$ cat src/rtl/feeder_pkg.sv
// rtl/feeder_pkg.sv - shared widths and run-state encoding for the program feeder
package feeder_pkg;

    localparam int INSTR_W = 12;
    localparam int DATA_W  = 8;
    localparam int OP_W    = 4;

    typedef enum logic [1:0] {
        IDLE  = 2'd0,
        RUN   = 2'd1,
        DRAIN = 2'd2
    } feeder_state_t;

endpackage

$ cat src/rtl/program_feeder_if.sv
// rtl/program_feeder_if.sv - program-load channel between host and program feeder
interface program_feeder_if;
    import feeder_pkg::*;

    logic               LoadValid;
    logic [INSTR_W-1:0] LoadWord;
    logic               LoadReady;
    logic               ProgClear;

    modport master (output LoadValid, output LoadWord, output ProgClear, input LoadReady);
    modport slave  (input LoadValid, input LoadWord, input ProgClear, output LoadReady);

endinterface

$ cat src/rtl/program_buffer.sv
// rtl/program_buffer.sv - program word storage, registered write, combinational read
module program_buffer
    import feeder_pkg::*;
#(
    parameter int DEPTH = 8,
    parameter int AW    = $clog2(DEPTH)
) (
    input  logic               clk,
    input  logic               we,
    input  logic [AW-1:0]      waddr,
    input  logic [INSTR_W-1:0] wdata,
    input  logic [AW-1:0]      raddr,
    output logic [INSTR_W-1:0] rdata
);

    // Contents are intentionally not reset; Count in the feeder qualifies validity.
    logic [INSTR_W-1:0] mem [DEPTH];

    always_ff @(posedge clk) begin
        if (we) begin
            mem[waddr] <= wdata;
        end
    end

    assign rdata = mem[raddr];

endmodule

$ cat src/rtl/program_feeder.sv
// rtl/program_feeder.sv - loads a short program and replays it to the CPU In bus (optional PROGRAM_FEEDER_STEP_EN)
module program_feeder
    import feeder_pkg::*;
#(
    parameter int                 DEPTH     = 8,
    parameter logic [INSTR_W-1:0] IDLE_WORD = 12'h000
) (
    input  logic                       Clk,
    input  logic                       Reset,
    program_feeder_if.slave            load,
    input  logic                       Start,
    input  logic [DATA_W-1:0]          Result,
`ifdef PROGRAM_FEEDER_STEP_EN
    input  logic                       Step,
`endif
    output logic [INSTR_W-1:0]         CpuIn,
    output logic                       Busy,
    output logic                       Done,
    output logic [DATA_W-1:0]          Captured,
    output logic [$clog2(DEPTH+1)-1:0] Count
);

    localparam int CW = $clog2(DEPTH + 1);
    localparam int AW = $clog2(DEPTH);
    localparam logic [CW-1:0] DEPTH_C = CW'(DEPTH);

    feeder_state_t      state;
    logic [CW-1:0]      index;
    logic [INSTR_W-1:0] rd_word;
    logic               load_fire;
    logic               issue;

    assign load.LoadReady = (state == IDLE) && (Count < DEPTH_C) && !load.ProgClear;
    assign load_fire      = load.LoadValid && load.LoadReady;

`ifdef PROGRAM_FEEDER_STEP_EN
    assign issue = (state == RUN) && Step;
`else
    assign issue = (state == RUN);
`endif

    // CpuIn follows the issue qualifier in the same cycle so a Step stall shows IDLE_WORD.
    assign CpuIn = issue ? rd_word : IDLE_WORD;

    program_buffer #(
        .DEPTH (DEPTH),
        .AW    (AW)
    ) u_buffer (
        .clk   (Clk),
        .we    (load_fire),
        .waddr (Count[AW-1:0]),
        .wdata (load.LoadWord),
        .raddr (index[AW-1:0]),
        .rdata (rd_word)
    );

    always_ff @(posedge Clk or posedge Reset) begin
        if (Reset) begin
            state    <= IDLE;
            Count    <= '0;
            index    <= '0;
            Captured <= '0;
            Busy     <= 1'b0;
            Done     <= 1'b0;
        end else begin
            Done <= 1'b0;
            case (state)
                IDLE: begin
                    if (load.ProgClear) begin
                        Count <= '0;
                    end else begin
                        if (load_fire) begin
                            Count <= Count + 1'b1;
                        end
                        if (Start && (Count != '0)) begin
                            state <= RUN;
                            index <= '0;
                            Busy  <= 1'b1;
                        end
                    end
                end
                RUN: begin
                    if (issue) begin
                        if (index == Count - 1'b1) begin
                            state <= DRAIN;
                            Done  <= 1'b1;
                        end else begin
                            index <= index + 1'b1;
                        end
                    end
                end
                DRAIN: begin
                    Captured <= Result;
                    Busy     <= 1'b0;
                    state    <= IDLE;
                end
                default: begin
                    state <= IDLE;
                    Busy  <= 1'b0;
                end
            endcase
        end
    end

endmodule

$ cat src/flat_wrapper.sv
// flat-port wrapper written by rule: the top's interface ports become plain ports
module program_feeder_flat import feeder_pkg::*;
#(
    parameter int                 DEPTH     = 8,
    parameter logic [INSTR_W-1:0] IDLE_WORD = 12'h000
)
  (Clk, Reset, Start, Result, CpuIn, Busy, Done, Captured, Count, load_LoadValid, load_LoadWord, load_ProgClear, load_LoadReady);
  program_feeder_if load_i ();
  input  logic Clk;
  input  logic Reset;
  input  logic Start;
  input  logic [DATA_W-1:0] Result;
  output logic [INSTR_W-1:0] CpuIn;
  output logic Busy;
  output logic Done;
  output logic [DATA_W-1:0] Captured;
  output logic [$clog2(DEPTH+1)-1:0] Count;
  input wire logic [$bits(load_i.LoadValid)-1:0] load_LoadValid;
  input wire logic [$bits(load_i.LoadWord)-1:0] load_LoadWord;
  input wire logic [$bits(load_i.ProgClear)-1:0] load_ProgClear;
  output wire logic [$bits(load_i.LoadReady)-1:0] load_LoadReady;
  assign load_i.LoadValid = load_LoadValid;
  assign load_i.LoadWord = load_LoadWord;
  assign load_i.ProgClear = load_ProgClear;
  assign load_LoadReady = load_i.LoadReady;
  program_feeder #(.DEPTH(DEPTH), .IDLE_WORD(IDLE_WORD)) u_core (.Clk(Clk), .Reset(Reset), .load(load_i), .Start(Start), .Result(Result), .CpuIn(CpuIn), .Busy(Busy), .Done(Done), .Captured(Captured), .Count(Count));
endmodule
$ cat config.mk
export PLATFORM = sky130hd
export DESIGN_NAME = program_feeder_flat
export DESIGN_NICKNAME = d
export VERILOG_FILES = /design/src/rtl/feeder_pkg.sv /design/src/rtl/program_feeder_if.sv /design/src/rtl/program_buffer.sv /design/src/rtl/program_feeder.sv /design/src/flat_wrapper.sv
export SDC_FILE = /design/constraint.sdc
export NUM_CORES = 1
export LEC_CHECK = 0
export BUFFER_PORTS_ARGS = -buffer_cell sky130_fd_sc_hd__buf_2
export CORE_MARGIN = 2
export CORE_UTILIZATION = 30
export CTS_CLUSTER_DIAMETER = 150
export DETAILED_ROUTE_END_ITERATION = 16
export SLEW_MARGIN = 0
export SYNTH_ARGS = -nofsm -noshare
export SYNTH_HDL_FRONTEND = slang
export SYNTH_SLANG_ARGS = --single-unit
$ cat constraint.sdc
create_clock -name Clk -period 5.6 [get_ports Clk]
set_clock_uncertainty 0.2 [all_clocks]
set_input_delay 0.28 -clock Clk [delete_from_list [all_inputs] [get_ports Clk]]
set_output_delay 0.28 -clock Clk [all_outputs]
set_load 0.005 [all_outputs]
==> impl_results.md, run 1 <==
* Status: completed
* Cell leakage power at 0.002144 uW
* Syn Nets at 286
* N_diodes at 0
* Row cnt at 45
* Syn avg cell area at 18.16 sq um
* CTS tree: built
* Worst Setup Start Kind: flip-flop
* Setup Crit Path Kind: reg -> out
* HP Class: in -> reg
* DP Area at 5162 sq um
* Core Region at 15260 sq um
* CP arrival at 2910 ps
* Critical Path Fanout Max at 19
* Fin crit share at 60.51%
* Max Fclk at 295.1 MHz
* Sequential Power Share at 38.6%
* Design Area, Final at 5959 sq um
* CTS Buf Count at 17
* Synth Register Bits at 116
* TritonCTS Sinks at 116
* Routability Congestion at 0.7281
* Die area at 16630 sq um
* P_int at 2070 uW
* Post_cts resized at 0
* Top cells by area, synth: edfxtp_1 62%, mux4_2 12%, dfrtp_1 11%
* Mapped Cells at 258
* Hold buffer count at cts at 23
* Fillcell total at 1393
* DRT Wirelength at 9886 um
* Worst slew pin tran at 1259 ps
* Synth warnings at 0
* Starting Density at 30.71%
* Met2 WL at 4923 um
* Net switching power at 889.9 uW
* # IOs at 52
* Clock latency on the worst-skew pair at 410 ps
* # Post-CTS Setup Buffers at 0
* Final setup vio count at 0
* RSZ-0062 raised after global routing: false
* First-pass GRT wire length at 15770 um
* Die width at 129.0 um
* Routed wire length on met3 at 499 um
* I/O Buffers at 51
* Area Overhead vs Synth at 27.18%
* GRT overflow at 0
* Via count at 2560
* Antenna violations before repair at 0
* Power share of the combinational group at 26.6%
* Leading area contributor after synthesis: edfxtp_1
* IR Drop Worst-Case VDD at 0.2139 mV
* EDFF count, synth at 96
* Total power at 2960 uW
* Most frequent cells in the layout: 96 x edfxtp_1, 51 x buf_2, 24 x mux4_2, 23 x nor2_1, 23 x dlygate4sd3_1
* Clk network pwr share at 34.8%
* Clk pin slew, worst setup/hold paths at 50 ps
* Layout cell share with drive strength beyond 1 at 33.99%
* Seq/Total Area, Yosys at 72.20%
* Max-cap violation count at 0
* Pwr/cell area at 496.7 nW/um^2
* Vias in the first global route at 2704
* Max-slew violation count at 0
* Crit end category: output port
* Hold_ws at 111.0 ps
* Sw Ratio at 30.06%
* DR top layer: met4
* Largest net degree at the start of global routing at 29
* Drt wl/cell at 17.53 um
* Post-synthesis cell type count at 34
* Most common cell after layout, fill and taps aside: edfxtp_1
* Ys async rst share at 17.24%
* Die Y at 129.0 um
* Top-area cell type share of the netlist area at 61.52%
* Final ANT Viol Nets at 0
* Main synth FF type: edfxtp_1
* Critical path data required time at 5120 ps
* HPWL after detailed placement at 6335 um
* Fin nets at 368
* Iter 0 DRT Violations at 146
* Setup TNS Final at 0 ps
* TritonRoute pass-1 iters at 4
* Remaining DRCs at 0
* Clock Tree Buf Depth at 2
* CTS Root Cell: clkbuf_16
* Post-route minimum period at 3389 ps
* Met1 Wirelength at 4381 um
* DR vias/cell at 4.539
* GRT Resource Usage Total at 13.03%
* Slew HR at 15.62%
* Hold Fails Final Rpt at 0
* H-tree levels at 4
* Post-Syn Area at 4686 sq um
==> power groups by stage <==
stage          Sequential (uW)  Combinational [uW]  Clock, uW
3_5_place_dp              1160                 792          0
2_1_floorplan             1080                 592          0
6_report                  1140                 789       1030
4_1_cts                   1150                 808       1050
5_1_grt                   1160                 871       1090
3_3_place_gp              1160                 782          0
==> logic make-up (layout without fill, tap and decap cells) <==
kind of cell / Yosys count / count (layout) / share of synthesized area (%)
adder cells (fa/ha/maj): 3 / 3 / 0.8012
AO/OA/AOI/OAI: 15 / 15 / 2.056
flip-flops: 116 / 116 / 72.20
AND/OR/NAND/NOR: 55 / 55 / 5.714
multiplexers: 44 / 44 / 16.02
XOR/XNOR: 6 / 6 / 1.282
buffers and inverters: 19 / 114 / 1.923
==> cells in the mapped netlist (2+ instances only) <==
cell,count
nor4_1,2
nor2_1,23
xor2_1,2
nand2_1,11
nor3_2,2
nand2b_1,3
mux4_2,24
o31ai_1,3
inv_1,6
ha_1,3
a21oi_1,5
mux2_2,8
o21ai_0,2
xnor2_1,3
clkbuf_1,7
dfrtp_1,20
or3_1,2
mux2i_1,12
nor3_1,3
nand3_1,4
edfxtp_1,96
nor3b_1,2
buf_2,4
==> cell type report <==
type | instances | area (sq um) | area share (%)
Timing Repair Buffer | 76 | 500.5 | 8.398
Multi-Input combinational cell | 123 | 1222 | 20.51
Tap cell | 211 | 264.0 | 4.430
Inverter | 6 | 22.52 | 0.3779
Sequential cell | 116 | 3383 | 56.77
Clock buffer | 18 | 429.2 | 7.201
Clock inverter | 14 | 137.6 | 2.309
==> metal layers <==
metal / GRT usage (%) / up-vias
met1: 16.37 / 1302
met4: 3.453 / 0
met2: 21.13 / 68
met3: 5.156 / 15
li1: - / 1175
met5: 0 / -
==> worst max-delay path: stages (launching register included) <==
cell and delay [ps]:
dfrtp_1 1060, buf_4 400, mux4_2 530, mux2i_1 250, nor2_1 80, buf_2 170
==> registers in the layout (all words and copies together) (netlist names) <==
name / count
u_core.Captured: 8
u_core.Done: 1
u_core.u_buffer.mem: 96
u_core.Busy: 1
u_core.index: 4
u_core.state: 2
u_core.Count: 4
==> final timing paths <==
check	from	end	depth (start not counted)	slack, ps
max in group asynchronous	Reset	u_core.Captured[1]	3	4310
setup / recovery	u_core.index[0]	CpuIn[4]	5	2210
setup reg to reg	u_core.state[0]	u_core.u_buffer.mem[2][4]	4	2450
hold reg to reg	u_core.Captured[1]	u_core.Captured[1]	1	300
min in group asynchronous	Reset	u_core.Captured[5]	3	380
hold / removal	Start	u_core.Busy	5	110
==> stage by stage <==
step | std cells | utilization [%] | setup WS [ps]
6_report | 564 | 39.06 | 2211
5_1_grt | 564 | 39.06 | 1960
4_1_cts | 564 | 39.06 | 2098
3_5_place_dp | 509 | 33.83 | 2443
3_3_place_gp | 509 | 33.83 | 2503
2_1_floorplan | 258 | - | 2786
(Power assumes the default switching activity.)
==> inputs of run 2 (changes only) <==
- clock period: 5.6 -> 3.5 ns (I/O delays scaled with it)
==> impl_results.md, run 2 (synthesis gave the netlist of run 1 again) <==
* Number of flip-flops in the largest register at 96 (unchanged)
* Starting Density at 30.71% (unchanged)
* Max-slew violation count at 0 (unchanged)
* Power share of the combinational group at 26.9% (was 26.6%)
* Reg2Reg Depth at 5 (was 4)
* HP Class: in -> reg (unchanged)
* Crit path depth at 5 (unchanged)
* GRT Resource Usage Total at 12.54% (was 13.03%)
* Layout cell share with drive strength beyond 1 at 35.54% (was 33.99%)
* H-tree levels at 4 (unchanged)
* Worst slew pin tran at 940.3 ps (was 1259 ps)
* Die area at 16630 sq um (unchanged)
* Net switching power at 1405 uW (was 889.9 uW)
* Slew HR at 37.31% (was 15.62%)
* Clock latency on the worst-skew pair at 410 ps (about the same)
* RR Startpoint: u_core.state[0] (unchanged)
* Largest net degree at the start of global routing at 30 (was 29)
* I/O Buffers at 51 (unchanged)
* RSZ-0062 raised after global routing: false (unchanged)
* Critical Path Fanout Max at 29 (was 19)
* Critical path data required time at 3120 ps (was 5120 ps)
* Core Region at 15260 sq um (unchanged)
* N_diodes at 0 (unchanged)
* Reg2reg end: u_core.u_buffer.mem[6][0] (was u_core.u_buffer.mem[2][4])
* Via count at 2624 (was 2560)
* Clk network pwr share at 36.5% (was 34.8%)
* Clk pin slew, worst setup/hold paths at 60 ps (was 50 ps)
* First-pass GRT wire length at 15100 um (was 15770 um)
* DR vias/cell at 4.571 (was 4.539)
* Row cnt at 45 (unchanged)
* Buf+Inv Stages, Crit Path at 2 (unchanged)
* CP Cell Sequence: buf_4 > mux4_2 > mux2i_1 > nor2_1 > buf_2 (unchanged)
* R2R Setup Slk at 1040 ps (was 2450 ps)
* IR Drop Worst-Case VDD at 0.3681 mV (was 0.2139 mV)
* Iter 0 DRT Violations at 296 (was 146)
* Largest regs: u_core.u_buffer.mem x96, u_core.Captured x8 (unchanged)
* Most frequent cells in the layout: 96 x edfxtp_1, 51 x buf_2, 24 x mux4_2, 24 x dlygate4sd3_1, 23 x nor2_1 (was 96 x edfxtp_1, 51 x buf_2, 24 x mux4_2, 23 x nor2_1, 23 x dlygate4sd3_1)
* Hold_ws at 72.82 ps (was 111.0 ps)
* WHS Path Cells at 4 (was 5)
* Worst path top cell family by delay: multiplexers (was flip-flops)
* Clock Tree Buf Depth at 2 (unchanged)
* Max Fclk at 377.5 MHz
* Remaining DRCs at 0 (unchanged)
* Setup Crit Path Kind: reg -> out (unchanged)
* Hold Fails Final Rpt at 0 (unchanged)
* Max-cap violation count at 0 (unchanged)
* Final ANT Viol Nets at 0 (unchanged)
* GRT overflow at 0 (unchanged)
* Drt wl/cell at 16.87 um (was 17.53 um)
* Fin nets at 378 (was 368)
* Antenna violations before repair at 0 (unchanged)
* Post-route minimum period at 2649 ps
* CP arrival at 2270 ps (was 2910 ps)
* Die Y at 129.0 um (unchanged)
* Final setup vio count at 0 (unchanged)
* Crit-path slowest cell: mux4_2 (was dfrtp_1)
* Routability Congestion at 0.7936 (was 0.7281)
* Post-Place Cells at 518 (was 509)
* Status: completed (unchanged)
* Setup TNS Final at 0 ps (unchanged)
* Pwr/cell area at 801.9 nW/um^2 (was 496.7 nW/um^2)
* HPWL after detailed placement at 6474 um (was 6335 um)
* Slowest stage delay, CP at 590 ps (was 1060 ps)
* CTS Root Cell: clkbuf_16 (unchanged)
* Sw Ratio at 28.79% (was 30.06%)
* TritonCTS Sinks at 116 (unchanged)
* Top reg by flops: u_core.u_buffer.mem (unchanged)
* TritonRoute pass-1 iters at 4 (unchanged)
* Cell leakage power at 0.002216 uW (was 0.002144 uW)
* # IOs at 52 (unchanged)
* Most common cell after layout, fill and taps aside: edfxtp_1 (unchanged)
* Area Overhead vs Synth at 29.91% (was 27.18%)
* Crit end category: output port (unchanged)
* CTS Buf Count at 17 (unchanged)
* DRT Wirelength at 9684 um (was 9886 um)
* Final non-filler cell total at 574 (was 564)
* Post_cts resized at 0 (unchanged)
* Vias in the first global route at 2701 (was 2704)
* # Post-CTS Setup Buffers at 0 (unchanged)
* Worst Setup Start Kind: flip-flop (unchanged)
* Crit path to: CpuIn[4] (unchanged)
* Crit. Startpoint: u_core.index[0] (unchanged)
* Sequential Power Share at 36.6% (was 38.6%)
* P_int at 3476 uW (was 2070 uW)
* Fin crit share at 75.69%
* CTS tree: built (unchanged)
* Die width at 129.0 um (unchanged)
-- run 2: cell count changes in the layout (fill, tap and decap cells not counted) --
cell | before | now
clkinv_2 | 4 | 2
clkbuf_1 | 1 | 3
bufinv_16 | 2 | 4
buf_4 | 2 | 11
dlygate4sd3_1 | 23 | 24
clkinv_1 | 2 | 0
-- run 2: cell type report --
cell class / instances / area (sq um)
clock inverters: 12 / 180.2
multi-input cells: 123 / 1222
well taps: 211 / 264.0
clock buffers: 20 / 436.7
flip-flops and latches: 116 / 3383
fillers: 1395 / 9171
inverters: 6 / 22.52
repair buffers: 86 / 578.1
-- run 2: power by group through the flow --
stage	Sequential, uW	Combinational (uW)	Clock [uW]
global placement	1810	1310	0
detailed placement	1820	1330	0
finish	1790	1310	1780
floorplan	1730	947	0
global route	1810	1450	1880
CTS	1790	1350	1820
-- run 2: worst min-delay path, cell delays in order --
cell	delay, ps
buf_2	110
and2b_2	200
nand2_1	70
o31ai_1	70
-- run 2: per-stage QoR --
stage,setup WS (ps),total power [uW],util [%],cell area (sq um)
5_1_grt,714.3,5138,39.89,6087
3_5_place_dp,1110,3144,34.28,5230
2_1_floorplan,686.1,2673,-,4686
6_report,851.0,4881,39.89,6087
3_3_place_gp,1147,3117,34.28,5230
4_1_cts,799.9,4957,39.89,6087
-- run 2: worst min-delay path by stage --
stage	start	to	slack (ps)
final	load_LoadValid	u_core.Count[2]	70
after global routing	load_LoadValid	u_core.Count[2]	80
after CTS	load_LoadValid	u_core.Count[2]	60
after detailed placement	Reset	u_core.Captured[7]	160
after global placement	Reset	u_core.Captured[6]	150
after floorplan	Reset	u_core.Busy	-60
-- run 2: timing repair --
| action | CTS | global route |
|---|---|---|
| hold buffers | 24 | 0 |
| endpoints found under the setup margin | 0 | 0 |
| hold endpoints to repair | 128 | 0 |
-- run 2: per-layer routing --
layer,up-vias,global-route usage [%],part of all wire [%]
met4,0,3.900,1.0
met5,-,0,0
li1,1201,-,-
met3,13,4.283,5.3
met1,1338,15.40,43
met2,72,20.98,51
